`src/rtl/bl_sched_pkg.sv`:
```
// ============================================================================
// bl_sched_pkg : shared state and mode encodings for the backlight scheduler
// Rev 1.0
// ============================================================================
`default_nettype none

package bl_sched_pkg;

  localparam logic [1:0] ST_IDLE  = 2'd0;
  localparam logic [1:0] ST_START = 2'd1;
  localparam logic [1:0] ST_FILL  = 2'd2;
  localparam logic [1:0] ST_GAP   = 2'd3;

  localparam logic [1:0] MODE_VIDEO = 2'd0;
  localparam logic [1:0] MODE_SOLID = 2'd1;
  localparam logic [1:0] MODE_DOT   = 2'd2;
  localparam logic [1:0] MODE_OFF   = 2'd3;

endpackage

`default_nettype wire

```
`src/rtl/bl_pattern_gen.sv`:
```
// ============================================================================
// bl_pattern_gen : per-zone write data selected by the frame's latched mode
// Rev 1.0
// ============================================================================
`default_nettype none

module bl_pattern_gen
  import bl_sched_pkg::*;
#(
  parameter int N_ZONES = 640,
  parameter int ADDR_W  = 10,
  parameter int DW      = 16
) (
  input  logic [1:0]        I_mode,
  input  logic              I_wd_frame,
  input  logic [ADDR_W-1:0] I_idx,
  input  logic [15:0]       I_frame_cnt,
  input  logic [DW-1:0]     I_tp_level,
  input  logic [DW-1:0]     I_vid_gray,
  output logic [DW-1:0]     O_wtdina
);

  logic [15:0] dot_pos;

  // The lit zone walks with the frame counter, so it advances one zone per frame.
  assign dot_pos = I_frame_cnt % 16'(N_ZONES);

  always_comb begin
    O_wtdina = '0;
    case (I_mode)
      MODE_VIDEO: O_wtdina = I_wd_frame ? '0 : I_vid_gray;
      MODE_SOLID: O_wtdina = I_tp_level;
      MODE_DOT:   O_wtdina = (16'(I_idx) == dot_pos) ? I_tp_level : '0;
      default:    O_wtdina = '0;
    endcase
  end

endmodule

`default_nettype wire

```
`src/rtl/bl_frame_sched.sv`:
```
// ============================================================================
// bl_frame_sched : frame write sequencer with gap enforcement and video watchdog
// Rev 1.0
// ============================================================================
`default_nettype none

module bl_frame_sched
  import bl_sched_pkg::*;
#(
  parameter int N_ZONES = 640,
  parameter int ADDR_W  = 10,
  parameter int DW      = 16,
  parameter int MIN_GAP = 1024,
  parameter int TIMEOUT = 25_000_000
) (
  input  logic              I_clk,
  input  logic              I_rst_n,
  input  logic [1:0]        I_mode,
  input  logic [DW-1:0]     I_tp_level,
  input  logic              I_vid_frame_rdy,
  output logic [ADDR_W-1:0] O_vid_addr,
  input  logic [DW-1:0]     I_vid_gray,
  output logic              O_sdbpflag,
  output logic              O_wt_en,
  output logic [ADDR_W-1:0] O_wtaddr,
  output logic [DW-1:0]     O_wtdina,
  output logic              O_busy,
  output logic              O_vid_lost,
  output logic              O_ovf,
  output logic [15:0]       O_frame_cnt
);

  localparam int GAP_W = $clog2(MIN_GAP + 1);
  localparam int WD_W  = $clog2(TIMEOUT);
  localparam logic [ADDR_W-1:0] LAST     = ADDR_W'(N_ZONES - 1);
  localparam logic [GAP_W-1:0]  GAP_LAST = GAP_W'(MIN_GAP - 1);
  localparam logic [WD_W-1:0]   WD_LAST  = WD_W'(TIMEOUT - 1);

  logic [1:0]        state_q, state_d, mode_q, mode_d, mode_prev_q;
  logic [ADDR_W-1:0] idx_q, idx_d, fill_idx, vid_addr_q, vid_addr_d, wtaddr_q, wtaddr_d;
  logic [GAP_W-1:0]  gap_q, gap_d;
  logic [WD_W-1:0]   wd_cnt_q, wd_cnt_d;
  logic [DW-1:0]     wtdina_q, wtdina_d, pat_data;
  logic [15:0]       frame_cnt_q, frame_cnt_d;
  logic wd_frame_q, wd_frame_d, pending_q, pending_d, wd_pend_q, wd_pend_d;
  logic sdbpflag_q, sdbpflag_d, wt_en_q, wt_en_d, busy_q, busy_d;
  logic vid_lost_q, vid_lost_d, ovf_q, ovf_d;
  logic mode_chg, wd_hit, vid_req, trigger, go_start;

  // Index of the zone written in the next cycle; outputs are registered one step ahead.
  assign fill_idx = (state_q == ST_START) ? '0 : idx_q + ADDR_W'(1);

  bl_pattern_gen #(.N_ZONES(N_ZONES), .ADDR_W(ADDR_W), .DW(DW)) u_pat (
    .I_mode      (mode_q),
    .I_wd_frame  (wd_frame_q),
    .I_idx       (fill_idx),
    .I_frame_cnt (frame_cnt_q),
    .I_tp_level  (I_tp_level),
    .I_vid_gray  (I_vid_gray),
    .O_wtdina    (pat_data)
  );

  always_comb begin
    mode_chg = (I_mode != mode_prev_q);
    wd_hit   = (I_mode == MODE_VIDEO) && !mode_chg && !I_vid_frame_rdy && (wd_cnt_q == WD_LAST);
    vid_req  = pending_q | I_vid_frame_rdy;
    trigger  = (I_mode != MODE_VIDEO) | vid_req | wd_pend_q | wd_hit;

    state_d     = state_q;
    idx_d       = idx_q;
    gap_d       = gap_q;
    mode_d      = mode_q;
    wd_frame_d  = wd_frame_q;
    frame_cnt_d = frame_cnt_q;
    vid_addr_d  = vid_addr_q;
    sdbpflag_d  = 1'b0;
    wt_en_d     = 1'b0;
    wtaddr_d    = '0;
    wtdina_d    = '0;
    go_start    = 1'b0;

    wd_cnt_d = (I_mode != MODE_VIDEO || mode_chg || I_vid_frame_rdy || wd_hit) ? '0
             : wd_cnt_q + WD_W'(1);
    wd_pend_d  = wd_pend_q | wd_hit;
    vid_lost_d = I_vid_frame_rdy ? 1'b0 : (vid_lost_q | wd_hit);

    // One-deep request: START consumes it, but a pulse landing in START re-arms it.
    pending_d = (state_q == ST_START) ? 1'b0 : pending_q;
    ovf_d     = ovf_q;
    if (I_vid_frame_rdy) begin
      if (pending_q && state_q != ST_START) ovf_d = 1'b1;
      else                                  pending_d = 1'b1;
    end

    case (state_q)
      ST_IDLE:  go_start = trigger;
      ST_START: state_d = ST_FILL;
      ST_FILL: begin
        if (idx_q == LAST) begin
          state_d = ST_GAP;
          gap_d   = '0;
        end
      end
      ST_GAP: begin
        if (gap_q == GAP_LAST) begin
          if (trigger) go_start = 1'b1;
          else         state_d  = ST_IDLE;
        end else begin
          gap_d = gap_q + GAP_W'(1);
        end
      end
      default: state_d = ST_IDLE;
    endcase

    if (go_start) begin
      state_d     = ST_START;
      sdbpflag_d  = 1'b1;
      vid_addr_d  = '0;
      mode_d      = I_mode;
      wd_frame_d  = (I_mode == MODE_VIDEO) && !vid_req;
      frame_cnt_d = frame_cnt_q + 16'd1;
      wd_pend_d   = 1'b0;
    end

    if (state_d == ST_FILL) begin
      idx_d      = fill_idx;
      wt_en_d    = 1'b1;
      wtaddr_d   = fill_idx;
      wtdina_d   = pat_data;
      vid_addr_d = (fill_idx == LAST) ? LAST : fill_idx + ADDR_W'(1);
    end

    busy_d = (state_d != ST_IDLE);
  end

  always_ff @(posedge I_clk or negedge I_rst_n) begin
    if (!I_rst_n) begin
      state_q     <= ST_IDLE;
      idx_q       <= '0;
      gap_q       <= '0;
      mode_q      <= MODE_VIDEO;
      mode_prev_q <= MODE_VIDEO;
      wd_frame_q  <= 1'b0;
      pending_q   <= 1'b0;
      wd_pend_q   <= 1'b0;
      wd_cnt_q    <= '0;
      vid_addr_q  <= '0;
      sdbpflag_q  <= 1'b0;
      wt_en_q     <= 1'b0;
      wtaddr_q    <= '0;
      wtdina_q    <= '0;
      busy_q      <= 1'b0;
      vid_lost_q  <= 1'b0;
      ovf_q       <= 1'b0;
      frame_cnt_q <= '0;
    end else begin
      state_q     <= state_d;
      idx_q       <= idx_d;
      gap_q       <= gap_d;
      mode_q      <= mode_d;
      mode_prev_q <= I_mode;
      wd_frame_q  <= wd_frame_d;
      pending_q   <= pending_d;
      wd_pend_q   <= wd_pend_d;
      wd_cnt_q    <= wd_cnt_d;
      vid_addr_q  <= vid_addr_d;
      sdbpflag_q  <= sdbpflag_d;
      wt_en_q     <= wt_en_d;
      wtaddr_q    <= wtaddr_d;
      wtdina_q    <= wtdina_d;
      busy_q      <= busy_d;
      vid_lost_q  <= vid_lost_d;
      ovf_q       <= ovf_d;
      frame_cnt_q <= frame_cnt_d;
    end
  end

  assign O_vid_addr  = vid_addr_q;
  assign O_sdbpflag  = sdbpflag_q;
  assign O_wt_en     = wt_en_q;
  assign O_wtaddr    = wtaddr_q;
  assign O_wtdina    = wtdina_q;
  assign O_busy      = busy_q;
  assign O_vid_lost  = vid_lost_q;
  assign O_ovf       = ovf_q;
  assign O_frame_cnt = frame_cnt_q;

endmodule

`default_nettype wire

```
`config.mk`:
```
export PLATFORM = sky130hd
export DESIGN_NAME = bl_frame_sched
export DESIGN_NICKNAME = d
export VERILOG_FILES = /design/src/rtl/bl_sched_pkg.sv /design/src/rtl/bl_pattern_gen.sv /design/src/rtl/bl_frame_sched.sv
export SDC_FILE = /design/constraint.sdc
export NUM_CORES = 1
export LEC_CHECK = 0
export ABC_CLOCK_PERIOD_IN_PS = 3700
export BUFFER_PORTS_ARGS = -buffer_cell sky130_fd_sc_hd__clkbuf_2
export CORE_UTILIZATION = 53
export CTS_CLUSTER_DIAMETER = 80
export DETAILED_ROUTE_END_ITERATION = 16
export PLACE_DENSITY_LB_ADDON = 0.1
export SETUP_SLACK_MARGIN = 0.2
export SLEW_MARGIN = 20
export SYNTH_ARGS = -nofsm -noshare
export SYNTH_HDL_FRONTEND = slang
export SYNTH_HIERARCHICAL = 1
export SYNTH_SLANG_ARGS = --single-unit
```
`constraint.sdc`:
```
create_clock -name I_clk -period 3.7 [get_ports I_clk]
set_clock_uncertainty 0.2 [all_clocks]
set_input_delay 0.185 -clock I_clk [delete_from_list [all_inputs] [get_ports I_clk]]
set_output_delay 0.185 -clock I_clk [all_outputs]
set_load 0.05 [all_outputs]
```
==> results.sh <==
export IMPL_outcome="finished with violations"
export IMPL_violations="setup timing"
export IMPL_tightestPinTransition_ns=0.827
export IMPL_timing_final_ws_setup_ns=-0.0337
export IMPL_p_leak_nw=3.62
export IMPL_timing_critical_path_depth=15
export IMPL_ys_warn_count=6
export IMPL_cp_arrival_ns=3.78
export IMPL_utilization=0.688
export IMPL_endpoint_kind="flop"
export IMPL_fin_crit_sh=1.01
export IMPL_num_antenna_cells=0
export IMPL_crit_fanout=8
export IMPL_nets=890
export IMPL_synth_top_area_share=0.419
export IMPL_finalSetupViolations=11
export IMPL_cp_cell_sequence="buf_4, nand3b_1, a31oi_1, o221a_2, buf_4, buf_4, nand4_2, a21oi_2, o31a_1, or2_1, xnor2_2, mux2i_2, o32a_4, a22o_1, and2_1"
export IMPL_reg2reg_to="O_wtdina[12]$_DFF_PN0_"
export IMPL_io_buffers=93
export IMPL_synthArstFlopShare=1.00
export IMPL_viasPerCell=5.95
export IMPL_cts_buffers=9
export IMPL_n_fill_cell=942
export IMPL_insertion_delay_ns=0.36
export IMPL_synth_top_cells_by_area="dfrtp_1, xnor2_1, xor2_1"
export IMPL_drc=0
export IMPL_core_um2=12200
export IMPL_wire_per_inst_um=17.1
export IMPL_yosysMostFrequentCell="dfrtp_1"
export IMPL_fp_row_count=40
export IMPL_wl_met1_um=7600
export IMPL_r2r_start="O_frame_cnt[11]$_DFFE_PN0P_"
export IMPL_synth_seq_cells=112
export IMPL_crit_buf_inv=3
export IMPL_peakVddDrop_mv=0.189
export IMPL_worstSetupPathType="reg -> reg"
export IMPL_synth_seq_area_share=0.419
export IMPL_area_delta_synth_final_pct=25.0
export IMPL_vias=6036
export IMPL_dpl_cell_area_um2=7430
export IMPL_synth_top_flop_cell="dfrtp_1"
export IMPL_final_min_clock_period_ns=3.73
export IMPL_dp_cells=945
export IMPL_grt_usage=0.280
export IMPL_reg2reg_slack_ns=-0.03
export IMPL_dp_slack_ns=-0.0924
export IMPL_path_delay_family="compound AO/OA/AOI/OAI gates"
export IMPL_max_stage_delay_ns=0.47
export IMPL_place_gp_congestion=0.899
export IMPL_cts_buffer_depth=2
export IMPL_slowest_stage="dfrtp_2"
export IMPL_worstPathRequired_ns=3.75
export IMPL_grt_max_degree=65
export IMPL_syn_num_nets=736
export IMPL_grt_overflow=0
export IMPL_grt_pass1_wl_um=28600
export IMPL_dieArea_um2=13100
export IMPL_drt_iter0_markers=429
export IMPL_cp_start_kind="flop"
export IMPL_dpl_hpwl_um=11400
export IMPL_ios=94
export IMPL_ys_top_cells_by_count="dfrtp_1, nor2_1, nand2_1"
export IMPL_routed_wl_um=17300
export IMPL_antenna_found_initial=0
export IMPL_die_w_um=114
export IMPL_register_area_um2=2810
export IMPL_path_clk_slew_ns=0.07
export IMPL_fmax_mhz=268
export IMPL_htreeDepth=3
export IMPL_initial_utilization=0.550
export IMPL_slew_headroom=0.448
export IMPL_firstDrtPassIters=5
export IMPL_stdcell_area_um2=8360
export IMPL_synthCells=689
export IMPL_die_h_um=114
export IMPL_yosysTopAreaCell="dfrtp_1"
export IMPL_cts_tree="yes"
export IMPL_routed_wl_met3_um=974
export IMPL_synth_edf_count=0
export IMPL_powerDensity_nw_per_um2=275
export IMPL_min_path_type="in -> async"
export IMPL_path_common_cell="buf_4"
export IMPL_maxCapViolCount=0
export IMPL_wl_met2_um=8300
export IMPL_r2r_cells=15
export IMPL_rsz0062_at_grt="yes"
export IMPL_dr_max_layer_used="met4"
export IMPL_maxSlewViolCount=0
export IMPL_grt_pass1_vias=5714
export IMPL_layout_drive_gt1_share=0.273
export IMPL_cts_sinks=112
export IMPL_ant_nets=0
export IMPL_mappedNetlistArea_um2=6690
export IMPL_finalHoldViolations=0
export IMPL_multi_input_area_um2=3790
export IMPL_instances_no_fill=1015
export IMPL_post_synth_num_cell_types=95
export IMPL_cts_root_buf="clkbuf_16"
export IMPL_synth_area_per_cell_um2=9.71
export IMPL_setup_tns_ns=-0.157
-- report_power, final --
group          internal (W)  switching (W)  total, W
Sequential          0.00123     0.00000597   0.00124
Combinational     0.0000617      0.0000887  0.000150
Clock              0.000456       0.000456  0.000912
Total               0.00175       0.000550   0.00230
-- worst max-delay path by stage --
stage	from	end	slack, ns
final	O_frame_cnt[11]$_DFFE_PN0P_	O_wtdina[12]$_DFF_PN0_	-0.03
after CTS	O_frame_cnt[11]$_DFFE_PN0P_	O_wtdina[10]$_DFF_PN0_	0.06
after detailed placement	O_frame_cnt[11]$_DFFE_PN0P_	O_wtdina[12]$_DFF_PN0_	-0.09
after global placement	O_frame_cnt[11]$_DFFE_PN0P_	O_wtdina[9]$_DFF_PN0_	0.004
after floorplan	O_frame_cnt[13]$_DFFE_PN0P_	O_wtdina[13]$_DFF_PN0_	0.04
after global routing	O_frame_cnt[13]$_DFFE_PN0P_	O_wtdina[5]$_DFF_PN0_	-0.13
-- layout by cell type (no fill, tap or decap), types with 7 or more instances in the layout --
master / instances
buf_4: 47
clkbuf_2: 93
inv_1: 19
xnor2_1: 29
o21ai_0: 23
a22o_1: 16
dfrtp_1: 106
and3_1: 9
dlygate4sd3_1: 36
clkbuf_16: 9
xor2_1: 25
nor2b_1: 10
nand4_1: 24
nand2_1: 45
nor3_1: 13
nor4_1: 15
o31ai_1: 9
nor2_1: 56
nand3_1: 31
a21oi_1: 16
nand2b_1: 7
ha_1: 10
and2_1: 27
-- cell type report --
cell class / instances / area share
Inverter: 21 / 0.00943
Timing Repair Buffer: 178 / 0.145
Multi-Input combinational cell: 521 / 0.453
Sequential cell: 112 / 0.336
Clock inverter: 6 / 0.00509
Clock buffer: 9 / 0.0269
Tap cell: 168 / 0.0251
-- logic make-up (layout without fill, tap and decap cells) --
family	Yosys count	count (layout)	share of synthesized area
AO/OA/AOI/OAI	144	145	0.168
multiplexers	18	18	0.0318
buffers and inverters	57	214	0.0425
flip-flops	112	112	0.419
adder cells (fa/ha/maj)	10	10	0.0187
XOR/XNOR	55	55	0.0731
AND/OR/NAND/NOR	293	293	0.247
-- timing repair --
item                       4_1_cts  5_1_grt
buffers inserted                13        5
pin swaps                       15        8
cloned                           1        0
resized for setup               14       15
setup endpoints to repair       16       21
hold endpoints to repair        86        0
hold buffers                    36        0
-- per-layer routing --
layer | vias up | track usage
met2 | 200 | 0.447
met3 | 49 | 0.0577
met5 | - | 0
met1 | 2951 | 0.369
met4 | 0 | 0.120
li1 | 2836 | -
-- sequential cells by signal, summed over array words and instances (netlist names), 10 cells and up --
signal and flops:
O_frame_cnt 16, idx_q 10, gap_q 11, O_vid_addr 10, wd_cnt_q 25, O_wtdina 16, O_wtaddr 10
-- through the flow --
stage               hold slack (ns)  power, W
global placement              0.129   0.00138
detailed placement            0.137   0.00138
finish                        0.255   0.00230
global route                  0.329   0.00239
floorplan                    -0.311   0.00132
CTS                           0.300   0.00232
No activity file was read; power rests on OpenSTA's default activity.
